$ cat src/rtl/neuron_lut_loader.sv
// Runtime-loadable neuron truth table: streamed shadow table, atomic commit to
// the active table, and a continuously running 1-cycle lookup path.
module neuron_lut_loader #(
  parameter int unsigned IN_W  = 4,
  parameter int unsigned OUT_W = 2
) (
  input  logic             clk,
  input  logic             rst_n,
  input  logic             cfg_start,
  input  logic             cfg_valid,
  input  logic [OUT_W-1:0] cfg_data,
  output logic             cfg_ready,
  output logic             cfg_done,
  output logic             cfg_err,
  output logic             armed,
  input  logic             in_valid,
  input  logic [IN_W-1:0]  in_data,
  output logic             out_valid,
  output logic [OUT_W-1:0] out_data
);

  localparam int unsigned DEPTH = 2 ** IN_W;

  typedef enum logic [1:0] {
    IDLE   = 2'd0,
    LOAD   = 2'd1,
    COMMIT = 2'd2
  } state_t;

  state_t           r_state;
  state_t           w_state_next;
  logic [IN_W-1:0]  r_cnt;
  logic [IN_W-1:0]  w_cnt_next;
  logic             w_shadow_we;
  logic             w_commit;
  logic             w_restart;

  logic             r_cfg_ready;
  logic             r_cfg_done;
  logic             r_cfg_err;
  logic             r_armed;
  logic             r_out_valid;
  logic [OUT_W-1:0] r_out_data;

  logic [OUT_W-1:0] r_shadow [DEPTH];
  logic [OUT_W-1:0] r_active [DEPTH];

  // Load sequencing: a restart in LOAD outranks a simultaneous beat
  always_comb begin
    w_state_next = r_state;
    w_cnt_next   = r_cnt;
    w_shadow_we  = 1'b0;
    w_commit     = 1'b0;
    w_restart    = 1'b0;
    case (r_state)
      IDLE: begin
        if (cfg_start) begin
          w_state_next = LOAD;
          w_cnt_next   = '0;
        end
      end
      LOAD: begin
        if (cfg_start) begin
          w_cnt_next = '0;
          w_restart  = 1'b1;
        end else if (cfg_valid) begin
          w_shadow_we = 1'b1;
          w_cnt_next  = r_cnt + IN_W'(1);
          if (r_cnt == IN_W'(DEPTH - 1)) begin
            w_state_next = COMMIT;
          end
        end
      end
      COMMIT: begin
        w_commit     = 1'b1;
        w_state_next = IDLE;
      end
      default: begin
        w_state_next = IDLE;
        w_cnt_next   = '0;
      end
    endcase
  end

  always_ff @(posedge clk or negedge rst_n) begin
    if (!rst_n) begin
      r_state     <= IDLE;
      r_cnt       <= '0;
      r_cfg_ready <= 1'b0;
      r_cfg_done  <= 1'b0;
      r_cfg_err   <= 1'b0;
    end else begin
      r_state     <= w_state_next;
      r_cnt       <= w_cnt_next;
      r_cfg_ready <= (w_state_next == LOAD);
      r_cfg_done  <= w_commit;
      r_cfg_err   <= w_restart;
    end
  end

  // Shadow capture and whole-table commit on a single edge
  always_ff @(posedge clk or negedge rst_n) begin
    if (!rst_n) begin
      r_shadow <= '{default: '0};
      r_active <= '{default: '0};
      r_armed  <= 1'b0;
    end else begin
      if (w_shadow_we) begin
        r_shadow[r_cnt] <= cfg_data;
      end
      if (w_commit) begin
        r_active <= r_shadow;
        r_armed  <= 1'b1;
      end
    end
  end

  // Lookup reads pre-commit active/armed when it coincides with a commit
  always_ff @(posedge clk or negedge rst_n) begin
    if (!rst_n) begin
      r_out_valid <= 1'b0;
      r_out_data  <= '0;
    end else begin
      r_out_valid <= in_valid;
      if (in_valid) begin
        r_out_data <= r_armed ? r_active[in_data] : '0;
      end
    end
  end

  assign cfg_ready = r_cfg_ready;
  assign cfg_done  = r_cfg_done;
  assign cfg_err   = r_cfg_err;
  assign armed     = r_armed;
  assign out_valid = r_out_valid;
  assign out_data  = r_out_data;

endmodule

$ cat config.mk
export PLATFORM = sky130hd
export DESIGN_NAME = neuron_lut_loader
export DESIGN_NICKNAME = d
export VERILOG_FILES = /design/src/rtl/neuron_lut_loader.sv
export SDC_FILE = /design/constraint.sdc
export NUM_CORES = 1
export LEC_CHECK = 0
export CORE_MARGIN = 2
export CORE_UTILIZATION = 50
export DETAILED_ROUTE_END_ITERATION = 10
export PLACE_DENSITY = 0.68
export RECOVER_POWER = 25
export SKIP_CTS_REPAIR_TIMING = 1
export SLEW_MARGIN = 20
export SYNTH_ARGS = -nofsm -noshare
export SYNTH_HDL_FRONTEND = slang
export SYNTH_SLANG_ARGS = --single-unit
$ cat constraint.sdc
create_clock -name clk -period 1.8 [get_ports clk]
set_input_delay 0.27 -clock clk [delete_from_list [all_inputs] [get_ports clk]]
set_output_delay 0.27 -clock clk [all_outputs]
set_load 0.005 [all_outputs]
After elaboration in Yosys (flattened, before gate mapping):

Index checks and enable logic that the tools add are counted.

* $add $sub $neg: 1
* order comparisons: 3
* equality and inequality tests: 6
* multiplexer cells: 22
* bitwise operators: 3
* reduce and logical (&&, ||, !) cells: 3

Operators with widths (count)
* bitwise mux 32 bit: 1
* two-way mux 2 bit: 8
* two-way mux 4 bit: 3
* case mux 4 bit (3 select lines): 1
* greater-or-equal comparator 5 bit, second input constant: 2
* inverter 4 -> 5 bit: 2
* binary-select mux 2 bit (select 4 bit): 1
* demux 2 bit (select 4 bit): 1
* two-way mux 1 bit: 6
* < comparator 5 x 1 -> 1 bit, second input constant: 1
* adder 4 x 1 -> 4 bit, second input constant: 1
* == test 2 x 1 -> 1 bit, second input constant: 2
* == test 4 bit, second input constant: 1
* case mux 2 bit (2 select lines): 1
* inequality test 3 bit, second input constant: 1
* AND reduction 3 bit: 1
* == test 2 bit, second input constant: 1
* zero test 2 bit: 1
* inequality test 2 bit, second input constant: 1
* logical AND 1 bit: 1
* inverter 1 bit: 1

* bits in registers: 77
* bits of input ports: 11

Depth between registers and ports, before layout:

* depth after elaboration: 6
* depth in mapped cells: 6

Worst setup path after synthesis:

OpenSTA, ideal clock, no wires.

* path type: register to register
* start: reg r_state[0]
* end: reg r_active[11] (netlist name)
* setup time: 0.125 ns
* arrival time: 1.306 ns
* path slack: 0.370 ns
* cell stages (with the launch flop): 5
* path buffers: 2
* clock period less this slack: 1.430 ns
* cell sequence: dfrtp_1 and2b_2 buf_4 buf_2 mux2_2

* cells in the longest elaborated chain, start to end: 2

RTL lines
* start: declaration: line 30 `state_t r_state;`
* start signal: assignment: line 93 `r_state <= w_state_next;`
* == test 2 bit: line 55 `case (r_state)`
* two-way mux 1 bit: line 55
* end signal: assignment: line 112 `r_active <= r_shadow;`
* end: declaration: line 46 `logic [OUT_W-1:0] r_active [DEPTH];`

No other way between the ends.
A chain may end at the register's enable or synchronous reset.

Worst setup path in the final report:

* start: reg r_cnt[0]
* end: reg r_shadow[7] (netlist name)

* cells in the longest elaborated chain, start to end: 6

RTL lines
* start: declaration: line 32 `logic [IN_W-1:0] r_cnt;`
* start signal: assignment: line 94 `r_cnt <= w_cnt_next;`
* inverter 4 -> 5 bit (not written as such) (*): line 109 `r_shadow[r_cnt] <= cfg_data;`
* greater-or-equal comparator 5 bit (not written as such) / < comparator 5 x 1 -> 1 bit (equally long branches): line 109
* logical AND 1 bit (not written as such): line 109
* two-way mux 2 bit (not written as such): line 109
* demux 2 bit (select 4 bit) (*): line 109
* bitwise mux 32 bit (*): line 109
* end signal: indexed assignment: line 109
* end: declaration: line 45 `logic [OUT_W-1:0] r_shadow [DEPTH];`

Every way passes the cells marked *; elsewhere a longest branch is shown, timed or not.

==> flow_summary_export.csv <==
group,metric,value,unit
logic_synthesis,ys_seq_area_share,57.1,%
timing,period_share,86.4,%
floorplanning,die_h,86.2,um
floorplanning,rows,29,
floorplanning,fp.dieW,86.2,um
layout,insertedDiodeCount,0,
route,wl_per_cell,16.9,um
layout,n_fill_cell,512,
global_route,grt_first_pass_wirelength,10500,um
floorplanning,die_area,7420,um2
layout,final_area,3880,um2
cts,cts_tree,"done",
logic_synthesis,yosysMostFrequentCell,"dfrtp_1",
floorplanning,initial_core_util,52.5,%
pwr,p_per_area,918,nW/um2
global_route,grt_pass1_vias,2043,
worst_setup_path,cp_max_fo,7,
timing,setup_viol,0,
logic_synthesis,synth-async-reset-ratio,100,%
layout,fin_util,60.5,%
pwr,power_frac_seq,53.4,%
logic_synthesis,synth_nets,262,
worst_setup_path,cp-end-kind,"flip-flop",
timing,max_freq,643,MHz
pwr,finalPower,3.56,mW
timing,finalCriticalPeriod,1.56,ns
pwr,power.leakage,1.92,nW
layout,finalNetCount,290,
route,routed_wl,6020,um
logic_synthesis,syn-instance-count,247,
timing,max_slew_margin,41.3,%
logic_synthesis,synth_edf_count,0,
layout,regArea,1930,um2
cts,cts.clk_slew.worst_paths,0.08,ns
worst_setup_path,arrival,1.78,ns
timing,rsz0062_at_grt,"no",
logic_synthesis,synth_area,3370,um2
layout,drive_gt1_share,35.0,%
floorplanning,ios,18,
route,vias,1960,
cts,root_buffer,"clkbuf_8",
hold_path,hold_path.class,"flip-flop to flip-flop",
global_route,grt_usage,19.0,%
logic_synthesis,synth_seq_cells,77,
pwr,switching_share,22.8,%
logic_synthesis,synth_common_cells,"77 x dfrtp_1, 64 x mux2_2, 21 x nand2_1",
worst_setup_path,start_kind,"flip-flop",
run_status,outcome,"completed",
timing,worst_slew_pin_slew,0.880,ns
route,dr.pass1.iters,4,
global_route,grt_start_max_net_pins,37,
pwr,p_sw,814,uW
route,postRouteAntennaNets,0,
logic_synthesis,ys_warn_count,0,
layout,area_delta_synth_final,15.1,%
cts,htreeDepth,3,
cts,cts.sink_count,77,
cts,clockBufferDepth,2,
run,maxCapViolations,0,
pwr,p_clk_share,38.7,%
placed_design,place_area,3670,um2
placed_design,place.gp.congestion,0.785,
placed_design,io_buffer_count,17,
pwr,intPower,2.75,mW
logic_synthesis,avgSynthCellArea,13.7,um2
pwr,pwr-share-comb,7.9,%
placed_design,dp_hpwl,4180,um
timing,drv_slew,0,
route,viasPerCell,5.49,
logic_synthesis,ys.flop_type,"dfrtp_1",
global_route,antenna_found_initial,0,
logic_synthesis,synthTopCellsByArea,"dfrtp_1 57%, mux2_2 21%, mux2i_1 4.7%",
route,drtIter0Drc,102,
floorplanning,core-area,6420,um2
timing,finalSetupTns,0,ns
pwr,irDropWorstVdd,812,uV
route,drc,0,
logic_synthesis,synth_cell_type_count,35,
layout,multi_input_area,1350,um2
worst_setup_path,critPathRequiredTime,2.03,ns
timing,hold_violations,0,
logic_synthesis,yosysTopAreaCell,"dfrtp_1",
global_route,globalRoute.totalOverflow,0,
cts,cts-buffers-inserted,9,
logic_synthesis,synth_top_area_share,57.1,%
timing,fin_worst_skew,0.00845,ns
cts,worstSkewPairLatency,0.34,ns
worst_setup_path,critPathKind,"flip-flop to flip-flop",
worst max-delay path, cell delays in order (launching register included):
cell and delay (ns):
dfrtp_1 0.46, inv_1 0.09, ha_1 0.20, and3_2 0.22, nand3_1 0.14, mux2_2 0.34
routing by layer:
layer | global-route usage, % | vias up | part of all wire [%]
li1 | - | 936 | -
met1 | 27.2 | 986 | 49
met2 | 28.0 | 29 | 47
met3 | 4.91 | 9 | 2.9
met4 | 6.49 | 0 | 1.4
met5 | 0 | - | 0
worst paths after layout:
path / start / endpoint / slack, ns / depth (start not counted)
min in group asynchronous: rst_n / r_active[13]$_DFFE_PN0P_ / 0.57 / 2
worst max register to register: r_cnt[0]$_DFFE_PN0P_ / r_shadow[7]$_DFFE_PN0P_ / 0.24 / 5
worst max-delay path: r_cnt[0]$_DFFE_PN0P_ / r_shadow[7]$_DFFE_PN0P_ / 0.24 / 5
worst min-delay path: r_shadow[4]$_DFFE_PN0P_ / r_active[4]$_DFFE_PN0P_ / 0.50 / 1
worst min register to register: r_shadow[4]$_DFFE_PN0P_ / r_active[4]$_DFFE_PN0P_ / 0.50 / 1
max in group asynchronous: rst_n / r_active[29]$_DFFE_PN0P_ / 0.50 / 3
final cells by class:
cell class              instances  share of cell area, %
clock buffers                  11                   3.38
clock inverters                 5                   1.93
inverters                       5                  0.483
multi-input cells             154                   34.7
flip-flops and latches         77                   49.6
well taps                      77                   2.48
repair buffers                 28                   7.41
kinds of logic (layout without fill, tap and decap cells):
| group | after synthesis | in the layout | share of synthesized area, % |
|---|---|---|---|
| compound gates | 20 | 20 | 4.15 |
| simple gates | 50 | 50 | 8.19 |
| buf+inv | 16 | 49 | 2.97 |
| flops | 77 | 77 | 57.1 |
| mux | 80 | 80 | 26.1 |
| fa+ha+maj | 4 | 4 | 1.48 |
registers in the layout, indices dropped and copies added (netlist names):
register and flops:
r_state 2, cfg_done 1, cfg_ready 1, r_cnt 4, out_data 2, armed 1, r_shadow 32, cfg_err 1
out_valid 1, r_active 32
layout by cell type (no fill, tap or decap), types with 2 or more instances in the layout:
cell type        instances
a21oi_1                  4
a22oi_1                  6
and3_2                   3
buf_12                   3
buf_4                    7
bufinv_16                2
clkbuf_1                 2
clkbuf_8                 9
clkdlybuf4s50_1         15
clkinv_2                 3
dfrtp_1                 77
dlygate4sd3_1            2
ha_1                     4
inv_1                    5
mux2_2                  64
mux2i_1                 16
nand2_1                 21
nand3_1                  3
nand4_1                  3
nor2_1                   6
nor2b_1                  4
o21ai_0                  3
o221ai_1                 2
power by group through the flow:
stage	registers, mW	logic, mW	clock network [mW]
final	1.90	0.281	1.38
after global routing	1.92	0.319	1.50
after CTS	1.90	0.287	1.41
after detailed placement	1.94	0.285	0
after global placement	1.94	0.282	0
after floorplan	1.90	0.196	0
through the flow:
stage          hold slack [ns]  worst slack, ns  instances
5_1_grt                  0.516            0.108        357
4_1_cts                 -0.126            0.227        356
3_3_place_gp             0.256          -0.0248        340
2_1_floorplan          -0.0256            0.370        247
3_5_place_dp             0.252          -0.0298        340
6_report                 0.498            0.245        357
Note: power is estimated with default switching activity, not from simulation.
